`src/rtl/pixel_bridge_pkg.sv`:
```
// -----------------------------------------------------------------------------
// pixel_bridge_pkg
// Shared definitions for the pixel readback encoder: bus widths, command
// opcodes, FSM state encoding, status register bit positions and the
// wrap-around address increment helper.
// -----------------------------------------------------------------------------
package pixel_bridge_pkg;

    localparam int ADDR_W = 17;   // pixel address width
    localparam int PIX_W  = 12;   // pixel data width
    localparam int CNT_W  = 8;    // pair count / pair index width

    localparam logic [1:0] OP_READ = 2'b10;

    // Status register bit positions
    localparam int ST_BUSY       = 0;
    localparam int ST_DATA_VALID = 1;
    localparam int ST_DONE       = 2;
    localparam int ST_TIMEOUT    = 3;
    localparam int ST_OVERRUN    = 4;
    localparam int ST_BAD_OP     = 5;
    localparam int ST_REM_LSB    = 8;

    typedef enum logic [1:0] {
        IDLE      = 2'd0,
        ISSUE     = 2'd1,
        WAIT_DATA = 2'd2,
        HOLD      = 2'd3
    } state_e;

    // Next pixel address; the last valid address rolls over to zero.
    function automatic logic [ADDR_W-1:0] addr_wrap_inc(
        input logic [ADDR_W-1:0] addr,
        input logic [ADDR_W-1:0] max_addr
    );
        if (addr == max_addr) begin
            return {ADDR_W{1'b0}};
        end else begin
            return addr + {{(ADDR_W-1){1'b0}}, 1'b1};
        end
    endfunction

endpackage

```
`src/rtl/pixel_readback_encode_if.sv`:
```
// -----------------------------------------------------------------------------
// pixel_readback_encode_if
// Groups the command, pixel-memory and readback signals of the encoder.
//   master : the encoder (drives o_*, receives i_*)
//   slave  : the environment (AXI register side + pixel memory)
// -----------------------------------------------------------------------------
interface pixel_readback_encode_if;
    import pixel_bridge_pkg::*;

    logic [31:0]       i_CMD_REG;
    logic              i_CMD_STROBE;
    logic              o_READ;
    logic [ADDR_W-1:0] o_ADDRESS;
    logic [PIX_W-1:0]  i_DATA;
    logic              i_VALID_RD_DATA;
    logic [31:0]       o_RD_DATA_REG;
    logic [31:0]       o_STATUS_REG;
    logic              i_DATA_ACK;

    modport master (
        input  i_CMD_REG, i_CMD_STROBE, i_DATA, i_VALID_RD_DATA, i_DATA_ACK,
        output o_READ, o_ADDRESS, o_RD_DATA_REG, o_STATUS_REG
    );

    modport slave (
        output i_CMD_REG, i_CMD_STROBE, i_DATA, i_VALID_RD_DATA, i_DATA_ACK,
        input  o_READ, o_ADDRESS, o_RD_DATA_REG, o_STATUS_REG
    );
endinterface

```
`src/rtl/rd_timeout_counter.sv`:
```
// -----------------------------------------------------------------------------
// rd_timeout_counter
// Counts cycles spent waiting for read data.
//   i_CLK, i_RST : clock, synchronous active-high reset
//   i_clear      : restart the count at zero
//   i_enable     : count this cycle (a waiting cycle with no data)
//   o_expired    : this is the LIMIT-th consecutive waiting cycle
// -----------------------------------------------------------------------------
module rd_timeout_counter #(
    parameter int LIMIT = 16
) (
    input  logic i_CLK,
    input  logic i_RST,
    input  logic i_clear,
    input  logic i_enable,
    output logic o_expired
);
    localparam int CW = $clog2(LIMIT + 1);

    logic [CW-1:0] cnt_q;
    logic [CW-1:0] cnt_d;

    // Next count: clear wins over enable.
    always_comb begin
        cnt_d = cnt_q;
        if (i_clear) begin
            cnt_d = {CW{1'b0}};
        end else if (i_enable) begin
            cnt_d = cnt_q + {{(CW-1){1'b0}}, 1'b1};
        end else begin
            cnt_d = cnt_q;
        end
    end

    // Count register.
    always_ff @(posedge i_CLK) begin
        if (i_RST) begin
            cnt_q <= {CW{1'b0}};
        end else begin
            cnt_q <= cnt_d;
        end
    end

    assign o_expired = i_enable && (cnt_q == CW'(LIMIT - 1));
endmodule

```
`src/rtl/pixel_readback_encode.sv`:
```
// -----------------------------------------------------------------------------
// pixel_readback_encode
// Reads pairs of 12-bit pixels from pixel memory and packs each pair into a
// 32-bit readback register for the AXI side, one pair per acknowledge.
//   i_CLK, i_RST : clock, synchronous active-high reset
//   bus (master) : command register/strobe, pixel memory read port,
//                  readback data register, status register, data ack
// -----------------------------------------------------------------------------
module pixel_readback_encode
    import pixel_bridge_pkg::*;
#(
    parameter int TIMEOUT_CYCLES = 16,
    parameter int MAX_ADDR       = 76799
) (
    input  logic                    i_CLK,
    input  logic                    i_RST,
    pixel_readback_encode_if.master bus
);
    localparam logic [ADDR_W-1:0] MAX_A = ADDR_W'(MAX_ADDR);

    state_e            state_q, state_d;
    logic [ADDR_W-1:0] addr_q, addr_d;
    logic [CNT_W-1:0]  rem_q, rem_d;
    logic [CNT_W-1:0]  idx_q, idx_d;
    logic              odd_q, odd_d;
    logic [PIX_W-1:0]  even_q, even_d;
    logic [31:0]       rd_data_q, rd_data_d;
    logic              read_q, read_d;
    logic              dv_q, dv_d;
    logic              done_q, done_d;
    logic              tmo_q, tmo_d;
    logic              ovr_q, ovr_d;
    logic              bad_q, bad_d;

    logic              tmo_clear_s, tmo_en_s, tmo_expired_s;
    logic [ADDR_W-1:0] cmd_addr_s;
    logic [1:0]        cmd_op_s;
    logic [CNT_W-1:0]  cmd_cnt_s;
    logic [31:0]       status_s;

    assign cmd_addr_s = bus.i_CMD_REG[16:0];
    assign cmd_op_s   = bus.i_CMD_REG[18:17];
    assign cmd_cnt_s  = bus.i_CMD_REG[31:24];

    // The wait window restarts with every read request and only counts
    // waiting cycles without data, so data on the last allowed cycle wins.
    assign tmo_clear_s = (state_q == ISSUE);
    assign tmo_en_s    = (state_q == WAIT_DATA) && !bus.i_VALID_RD_DATA;

    rd_timeout_counter #(.LIMIT(TIMEOUT_CYCLES)) u_tmo (
        .i_CLK     (i_CLK),
        .i_RST     (i_RST),
        .i_clear   (tmo_clear_s),
        .i_enable  (tmo_en_s),
        .o_expired (tmo_expired_s)
    );

    // Next-state and datapath logic. read_d mirrors "next state is ISSUE" so
    // the registered o_READ is high for exactly the ISSUE cycle.
    always_comb begin
        state_d   = state_q;
        addr_d    = addr_q;
        rem_d     = rem_q;
        idx_d     = idx_q;
        odd_d     = odd_q;
        even_d    = even_q;
        rd_data_d = rd_data_q;
        read_d    = 1'b0;
        dv_d      = dv_q;
        done_d    = done_q;
        tmo_d     = tmo_q;
        ovr_d     = ovr_q;
        bad_d     = bad_q;

        if (bus.i_CMD_STROBE && (state_q != IDLE)) begin
            ovr_d = 1'b1;
        end else begin
            ovr_d = ovr_q;
        end

        case (state_q)
            IDLE: begin
                if (bus.i_CMD_STROBE) begin
                    if ((cmd_op_s == OP_READ) && (cmd_addr_s <= MAX_A)) begin
                        addr_d  = cmd_addr_s;
                        rem_d   = cmd_cnt_s;
                        idx_d   = {CNT_W{1'b0}};
                        odd_d   = 1'b0;
                        dv_d    = 1'b0;
                        done_d  = 1'b0;
                        tmo_d   = 1'b0;
                        ovr_d   = 1'b0;
                        bad_d   = 1'b0;
                        read_d  = 1'b1;
                        state_d = ISSUE;
                    end else begin
                        bad_d   = 1'b1;
                        state_d = IDLE;
                    end
                end else begin
                    state_d = IDLE;
                end
            end
            ISSUE: begin
                state_d = WAIT_DATA;
            end
            WAIT_DATA: begin
                if (bus.i_VALID_RD_DATA) begin
                    addr_d = addr_wrap_inc(addr_q, MAX_A);
                    if (!odd_q) begin
                        even_d  = bus.i_DATA;
                        odd_d   = 1'b1;
                        read_d  = 1'b1;
                        state_d = ISSUE;
                    end else begin
                        rd_data_d = {idx_q, bus.i_DATA, even_q};
                        odd_d     = 1'b0;
                        dv_d      = 1'b1;
                        state_d   = HOLD;
                    end
                end else if (tmo_expired_s) begin
                    // Any half-collected pair is dropped with the transfer.
                    tmo_d   = 1'b1;
                    odd_d   = 1'b0;
                    state_d = IDLE;
                end else begin
                    state_d = WAIT_DATA;
                end
            end
            HOLD: begin
                if (bus.i_DATA_ACK) begin
                    dv_d = 1'b0;
                    if (rem_q == {CNT_W{1'b0}}) begin
                        done_d  = 1'b1;
                        state_d = IDLE;
                    end else begin
                        rem_d   = rem_q - {{(CNT_W-1){1'b0}}, 1'b1};
                        idx_d   = idx_q + {{(CNT_W-1){1'b0}}, 1'b1};
                        read_d  = 1'b1;
                        state_d = ISSUE;
                    end
                end else begin
                    state_d = HOLD;
                end
            end
            default: begin
                state_d = IDLE;
            end
        endcase
    end

    // State and output registers.
    always_ff @(posedge i_CLK) begin
        if (i_RST) begin
            state_q   <= IDLE;
            addr_q    <= {ADDR_W{1'b0}};
            rem_q     <= {CNT_W{1'b0}};
            idx_q     <= {CNT_W{1'b0}};
            odd_q     <= 1'b0;
            even_q    <= {PIX_W{1'b0}};
            rd_data_q <= 32'd0;
            read_q    <= 1'b0;
            dv_q      <= 1'b0;
            done_q    <= 1'b0;
            tmo_q     <= 1'b0;
            ovr_q     <= 1'b0;
            bad_q     <= 1'b0;
        end else begin
            state_q   <= state_d;
            addr_q    <= addr_d;
            rem_q     <= rem_d;
            idx_q     <= idx_d;
            odd_q     <= odd_d;
            even_q    <= even_d;
            rd_data_q <= rd_data_d;
            read_q    <= read_d;
            dv_q      <= dv_d;
            done_q    <= done_d;
            tmo_q     <= tmo_d;
            ovr_q     <= ovr_d;
            bad_q     <= bad_d;
        end
    end

    // Status word assembled from registered flags.
    always_comb begin
        status_s                               = 32'd0;
        status_s[ST_BUSY]                      = (state_q != IDLE);
        status_s[ST_DATA_VALID]                = dv_q;
        status_s[ST_DONE]                      = done_q;
        status_s[ST_TIMEOUT]                   = tmo_q;
        status_s[ST_OVERRUN]                   = ovr_q;
        status_s[ST_BAD_OP]                    = bad_q;
        status_s[ST_REM_LSB +: CNT_W]          = rem_q;
    end

    assign bus.o_READ        = read_q;
    assign bus.o_ADDRESS     = addr_q;
    assign bus.o_RD_DATA_REG = rd_data_q;
    assign bus.o_STATUS_REG  = status_s;
endmodule

```
`src/flat_wrapper.sv`:
```
// flat-port wrapper written by rule: the top's interface ports become plain ports
module pixel_readback_encode_flat import pixel_bridge_pkg::*;
#(
    parameter int TIMEOUT_CYCLES = 16,
    parameter int MAX_ADDR       = 76799
)
  (i_CLK, i_RST, bus_i_CMD_REG, bus_i_CMD_STROBE, bus_i_DATA, bus_i_VALID_RD_DATA, bus_i_DATA_ACK, bus_o_READ, bus_o_ADDRESS, bus_o_RD_DATA_REG, bus_o_STATUS_REG);
  pixel_readback_encode_if bus_i ();
  input  logic i_CLK;
  input  logic i_RST;
  input wire logic [$bits(bus_i.i_CMD_REG)-1:0] bus_i_CMD_REG;
  input wire logic [$bits(bus_i.i_CMD_STROBE)-1:0] bus_i_CMD_STROBE;
  input wire logic [$bits(bus_i.i_DATA)-1:0] bus_i_DATA;
  input wire logic [$bits(bus_i.i_VALID_RD_DATA)-1:0] bus_i_VALID_RD_DATA;
  input wire logic [$bits(bus_i.i_DATA_ACK)-1:0] bus_i_DATA_ACK;
  output wire logic [$bits(bus_i.o_READ)-1:0] bus_o_READ;
  output wire logic [$bits(bus_i.o_ADDRESS)-1:0] bus_o_ADDRESS;
  output wire logic [$bits(bus_i.o_RD_DATA_REG)-1:0] bus_o_RD_DATA_REG;
  output wire logic [$bits(bus_i.o_STATUS_REG)-1:0] bus_o_STATUS_REG;
  assign bus_i.i_CMD_REG = bus_i_CMD_REG;
  assign bus_i.i_CMD_STROBE = bus_i_CMD_STROBE;
  assign bus_i.i_DATA = bus_i_DATA;
  assign bus_i.i_VALID_RD_DATA = bus_i_VALID_RD_DATA;
  assign bus_i.i_DATA_ACK = bus_i_DATA_ACK;
  assign bus_o_READ = bus_i.o_READ;
  assign bus_o_ADDRESS = bus_i.o_ADDRESS;
  assign bus_o_RD_DATA_REG = bus_i.o_RD_DATA_REG;
  assign bus_o_STATUS_REG = bus_i.o_STATUS_REG;
  pixel_readback_encode #(.TIMEOUT_CYCLES(TIMEOUT_CYCLES), .MAX_ADDR(MAX_ADDR)) u_core (.i_CLK(i_CLK), .i_RST(i_RST), .bus(bus_i));
endmodule
```
`config.mk`:
```
export PLATFORM = sky130hd
export DESIGN_NAME = pixel_readback_encode_flat
export DESIGN_NICKNAME = d
export VERILOG_FILES = /design/src/rtl/pixel_bridge_pkg.sv /design/src/rtl/pixel_readback_encode_if.sv /design/src/rtl/rd_timeout_counter.sv /design/src/rtl/pixel_readback_encode.sv /design/src/flat_wrapper.sv
export SDC_FILE = /design/constraint.sdc
export NUM_CORES = 1
export LEC_CHECK = 0
export ABC_AREA = 1
export CAP_MARGIN = 20
export CORE_MARGIN = 2
export CORE_UTILIZATION = 44
export CTS_CLUSTER_SIZE = 28
export DETAILED_ROUTE_END_ITERATION = 10
export PLACE_DENSITY = 0.78
export SLEW_MARGIN = 15
export SYNTH_ARGS = -nofsm -noshare
export SYNTH_HDL_FRONTEND = slang
export SYNTH_SLANG_ARGS = --single-unit
```
`constraint.sdc`:
```
create_clock -name i_CLK -period 1.7 [get_ports i_CLK]
set_clock_uncertainty 0.2 [all_clocks]
set_input_delay 0.34 -clock i_CLK [delete_from_list [all_inputs] [get_ports i_CLK]]
set_output_delay 0.34 -clock i_CLK [all_outputs]
set_load 0.005 [all_outputs]
```
==> results of run 1 <==
[critical path: cells and delay by family, from the launching register on]
kind / cells / cell delay (ns)
AO/OA/AOI/OAI: 1 / 0.15
adder cells (fa/ha/maj): 1 / 0.16
buffers and inverters: 4 / 0.43
flip-flops: 1 / 0.39
AND/OR/NAND/NOR: 4 / 0.41
[kinds of logic after synthesis]
kind of cell    synth area share, %
simple gates                   38.5
buf+inv                        11.9
flops                          37.0
compound gates                 9.36
fa+ha+maj                      2.54
xor+xnor                      0.356
other cells                  0.0762
mux                           0.204
[worst max path at each step]
| stage | startpoint | to | slack (ns) | cells after the start |
|---|---|---|---|---|
| floorplan | u_core.state_q[1] | u_core.bus.o_ADDRESS[13] | 0.01 | 9 |
| global placement | bus_i_CMD_REG[16] | u_core.rem_q[5] | -0.40 | 10 |
| detailed placement | bus_i_CMD_REG[16] | u_core.rem_q[5] | -0.48 | 10 |
| CTS | u_core.state_q[1] | bus_o_STATUS_REG[0] | -0.11 | 4 |
| global route | u_core.state_q[1] | u_core.rem_q[2] | -0.17 | 11 |
| finish | u_core.state_q[1] | u_core.idx_q[2] | -0.11 | 10 |
[registers in the layout, indices dropped and copies added, names as in the netlist, 2 cells and up]
| name | count |
|---|---|
| u_core.bus.o_RD_DATA_REG | 32 |
| u_core.bus.o_ADDRESS | 17 |
| u_core.even_q | 12 |
| u_core.idx_q | 8 |
| u_core.rem_q | 8 |
| u_core.u_tmo.cnt_q | 5 |
| u_core.state_q | 2 |
[report_power, final]
group | leakage, uW | internal [uW] | total, uW | switching (uW)
Clock | 0.0000934 | 603 | 1460 | 855
Sequential | 0.000767 | 2370 | 2560 | 184
Combinational | 0.00268 | 1250 | 2640 | 1390
[per-stage QoR]
step	hold WS (ns)	std cells	utilization, %	power [uW]
CTS	0.160	1087	65.3	6450
detailed placement	0.252	1034	59.1	4610
finish	0.133	1093	68.2	6660
global route	0.145	1093	68.2	7030
global placement	0.249	1034	59.1	4570
floorplan	0.238	784	-	3720
[final cells by class]
class                   count  area share [%]
multi-input cells         569            39.1
well taps                 140            2.36
inverters                  69            3.72
clock buffers              10            1.85
repair buffers            208            26.4
flip-flops and latches     91            25.8
clock inverters             6           0.741
[cells in the final DEF, fill, tap and decap left out, types with 3 or more instances in the layout]
master / count
nand2_1: 201
nor2_1: 104
nand3_1: 76
buf_4: 74
dlygate4sd2_1: 68
inv_1: 53
a21oi_1: 46
dfxtp_2: 45
clkdlybuf4s50_1: 37
dfxtp_1: 36
o21ai_0: 27
conb_1: 18
nor2_2: 16
buf_6: 14
nor2_4: 12
inv_2: 11
clkbuf_8: 10
dfxtp_4: 10
buf_12: 9
nand2_4: 8
nand2_2: 8
a21oi_2: 7
nand4_1: 6
ha_4: 5
inv_6: 4
nor3_1: 4
or2_2: 4
inv_4: 3
o21ai_2: 3
nand3_2: 3
o21ai_1: 3
ha_2: 3
[repair_timing]
| item | 4_1_cts | 5_1_grt |
|---|---|---|
| resized for setup | 166 | 87 |
| setup buffers | 34 | 11 |
| pin swaps | 14 | 29 |
| endpoints found under the setup margin | 100 | 88 |
| gates cloned | 3 | 2 |
[routing by layer]
layer | share of wire (%) | GRT usage, % | vias up
met5 | 0 | 0 | -
met4 | 1.9 | 7.41 | 0
met3 | 7.3 | 3.85 | 36
met2 | 50 | 44.5 | 242
met1 | 40 | 31.5 | 2615
li1 | - | - | 2756
==> run metrics, run 1 <==
status complete, but fails checks; failing checks negative setup slack; largest cells by area after synthesis dfxtp_1 (37%), nand2_1 (16%), nor2_1 (9.5%), nand3_1 (7.9%), a21oi_1 (5.3%); Hold Path Origin i_RST; Num CTS Buffers 9; via count 5649; Die Y 110 um; reg-to-reg startpoint u_core.state_q[1]; CTS tree yes; vias in the first global route 5191; R2R cell count 10; setup ws final -0.111 ns; clk_lat worst skew 0.36 ns; #FFs+latches synth 91; Final Slew Violations 0; WP data required 1.79 ns; Die ar. 12000 sq um; Sum Neg Setup Slack -1.47 ns; fin nets 1007; clk slew on worst S/H paths 0.10 ns; post-synth cell types 32; ys flop type dfxtp_1; 1st-pass router iterations 7; Fin. Hold Viols 0; Period minus WS final 1.81 ns; Cell Area, Synth 4920 sq um; cell taking the most area after synthesis dfxtp_1; async set-reset flop share out of synthesis 0%; filler instances 905; Die W 110 um; Root Driver clkbuf_8; worst path arrival time 1.90 ns; mean routed wirelength per cell 14.6 um; fin area 7430 sq um; Clock Tree Buf Depth 2; Ports 131; number of synthesized flops with an enable pin 0; GRT Total Usage 25.2%; Tcrit/Tclk final 107%; diode count 0; ANT nets after route 0; Rows 38; FF-to-FF End u_core.idx_q[2]; DR DRC count 0; max_cap viols 0; placed cell area 6440 sq um; Avg Cell Area, Syn 6.41 sq um; Worst setup EP type flop; fmax 0.552 GHz; number of hold buffers added after CTS 0; Area Growth Syn to Fin 51.1%; # clock sinks 91; largest net degree at the start of global routing 33; CP max FO 6; initial antenna violation count 0; setup repair after global routing missed its margin yes; DP HPWL 9.74 mm; worst vdd ir 519 uV; Ys Warns 0; Core Region 10900 sq um; critical path's slowest cell dfxtp_4; area occupied by registers 1920 sq um; first-pass GRT wire length 24.2 mm; post-synthesis instance total 767; hold crit path type in2reg; Pwr Density 896 nW/um^2; vias per cell 5.17; pre-CTS setup slack -0.482 ns; Synth top area share 37.0%; most instantiated cells after synthesis nand2_1 (214), nor2_1 (124), dfxtp_1 (91), nand3_1 (78), inv_1 (62); Initial Utilization 45.2%; PortBufs 107; slowest stage delay, CP 0.39 ns; Hold EP u_core.u_tmo.cnt_q[3]; Leak 0.00354 uW; WS Path Type reg2reg; register area share after synthesis 37.0%; crit path cell chain buf_6 > ha_4 > inv_6 > o21ai_4 > nand2_2 > nor2_4 > buf_6 > buf_12 > nor2_4 > nor2_1; count leader, synth nand2_1; area of the multi-input gates 2910 sq um; CTS H-tree lvls 3; final wirelength 16.0 mm; FF-to-FF setup slack -0.11 ns; layout cells sized above 1 28.0%; DR iter-0 viols 400; Congestion Overflow GR 0; placer's final routability congestion estimate 0.927; final-report setup violation count 38; startpoint types flop; Hold Path Cell Cnt 4
No activity file was read; power rests on OpenSTA's default activity.
==> inputs of run 2 (changes only) <==
Settings changed: PLACE_DENSITY 0.78 to default, PLACE_DENSITY_LB_ADDON from default to 0.3.
==> run metrics, run 2 (synthesis results as in run 1) <==
status complete, but fails checks; failing checks negative setup slack; most common cell after layout, fill and taps aside nand2_1; Min Hold Slack 0.166 ns; DR DRC count 0; Rows 38; Root Driver clkbuf_8; largest net degree at the start of global routing 42; layout cells sized above 1 24.8%; WP data required 1.76 ns; reg-to-reg startpoint u_core.state_q[0]; Fin. Hold Viols 0; Tcrit/Tclk final 108%; Die ar. 12000 sq um; worst path arrival time 1.89 ns; FF-to-FF setup slack -0.13 ns; Hold EP u_core.bus.o_ADDRESS[13]; startpoint types primary input; FF-to-FF End u_core.idx_q[2]; clk slew on worst S/H paths 0.08 ns; Hold Path Origin i_RST; DP HPWL 9.77 mm; most frequent cells in the layout nand2_1 (200), nor2_1 (109), buf_4 (84); hold crit path type in2reg; vias in the first global route 4807; initial antenna violation count 0; CTS H-tree lvls 3; Area Growth Syn to Fin 48.3%; setup repair after global routing missed its margin yes; diode count 0; clk_lat worst skew 0.37 ns; Core Region 10900 sq um; max_cap viols 0; CTS tree yes; fmax 0.544 GHz; Period minus WS final 1.84 ns; max reg flops 32; Ports 131; 1st-pass router iterations 5; WS Path Type in2reg; final wirelength 14.8 mm; Die W 110 um; CP max FO 5; worst vdd ir 830 uV; # clock sinks 91; Congestion Overflow GR 0; Die Y 110 um; GRT Total Usage 23.5%; placer's final routability congestion estimate 0.944; pre-CTS setup slack -0.431 ns; Worst setup EP type flop; Leak 0.00351 uW; Clock Tree Buf Depth 2; Initial Utilization 45.2%; R2R cell count 11; vias per cell 4.94; final-report setup violation count 33; DR iter-0 viols 323; setup ws final -0.137 ns; via count 5394; mean routed wirelength per cell 13.5 um; Hold Path Cell Cnt 4; ANT nets after route 0; first-pass GRT wire length 22.4 mm; fin nets 1009; fin util 67.0%; Pwr Density 882 nW/um^2; Final Slew Violations 0; filler instances 970; PortBufs 107; Num CTS Buffers 9
==> run 2: cell count changes in the layout (fill, tap and decap cells not counted), moves of 4 or more <==
| cell | before | now |
|---|---|---|
| a21oi_1 | 46 | 50 |
| a21oi_2 | 7 | 2 |
| buf_12 | 9 | 5 |
| buf_4 | 74 | 84 |
| dfxtp_1 | 36 | 48 |
| dfxtp_2 | 45 | 31 |
| dlygate4sd2_1 | 68 | 63 |
| inv_1 | 53 | 57 |
| inv_2 | 11 | 3 |
| inv_4 | 3 | 7 |
| nor2_1 | 104 | 109 |
==> run 2: power breakdown <==
group	switching, uW	total, uW	internal [uW]
clock network	743	1400	654
logic	1320	2510	1180
registers	159	2530	2370
==> run 2: stage by stage <==
| stage | cell area [sq um] | setup TNS (ns) | instances | total power (uW) |
|---|---|---|---|---|
| after global placement | 6440 | -23.91 | 1041 | 4550 |
| after global routing | 7290 | -5.33 | 1092 | 6830 |
| after floorplan | 4990 | 0 | 784 | 3720 |
| after detailed placement | 6440 | -25.20 | 1041 | 4580 |
| final | 7290 | -1.20 | 1092 | 6430 |
| after CTS | 6820 | -0.340 | 1076 | 6110 |
==> run 2: worst max-delay path by stage <==
stage | startpoint | end | slack (ns) | cells after the start
2_1_floorplan | u_core.state_q[1] | u_core.bus.o_ADDRESS[13] | 0.01 | 9
3_3_place_gp | bus_i_CMD_REG[18] | u_core.idx_q[6] | -0.41 | 11
3_5_place_dp | bus_i_CMD_REG[18] | u_core.idx_q[4] | -0.43 | 11
4_1_cts | u_core.state_q[0] | u_core.idx_q[2] | -0.03 | 11
5_1_grt | u_core.state_q[0] | u_core.idx_q[2] | -0.21 | 11
6_report | bus_i_CMD_REG[15] | u_core.idx_q[2] | -0.14 | 10
==> run 2: layout make-up <==
type | count | area [sq um] | area share (%)
Clock buffer | 10 | 128 | 1.75
Clock inverter | 3 | 42.5 | 0.583
Inverter | 69 | 287 | 3.93
Multi-Input combinational cell | 569 | 2830 | 38.8
Sequential cell | 91 | 1910 | 26.1
Tap cell | 140 | 175 | 2.40
Timing Repair Buffer | 210 | 1930 | 26.4
==> run 2: per-layer routing <==
layer,part of all wire (%),GRT usage [%],vias to the layer above
met4,2.5,8.41,0
met2,49,39.9,176
met5,0,0,-
met3,6.5,5.10,35
li1,-,-,2744
met1,42,29.2,2439
==> run 2: worst max-delay path, stage by stage <==
cell and delay [ns]:
clkdlybuf4s50_1 0.45, o21ai_2 0.21, nand3_4 0.12, nand2_4 0.10, nand2_4 0.06, nor2_4 0.24, clkbuf_16 0.20, nand2_2 0.04
nand2_1 0.08, nor2_1 0.05
==> run 2: timing repair <==
item | in CTS | in global routing
setup endpoints to repair | 98 | 75
buffers inserted | 22 | 12
resized for setup | 132 | 85
hold buffers | 0 | 0
gates cloned | 0 | 4
pin swaps | 1 | 23
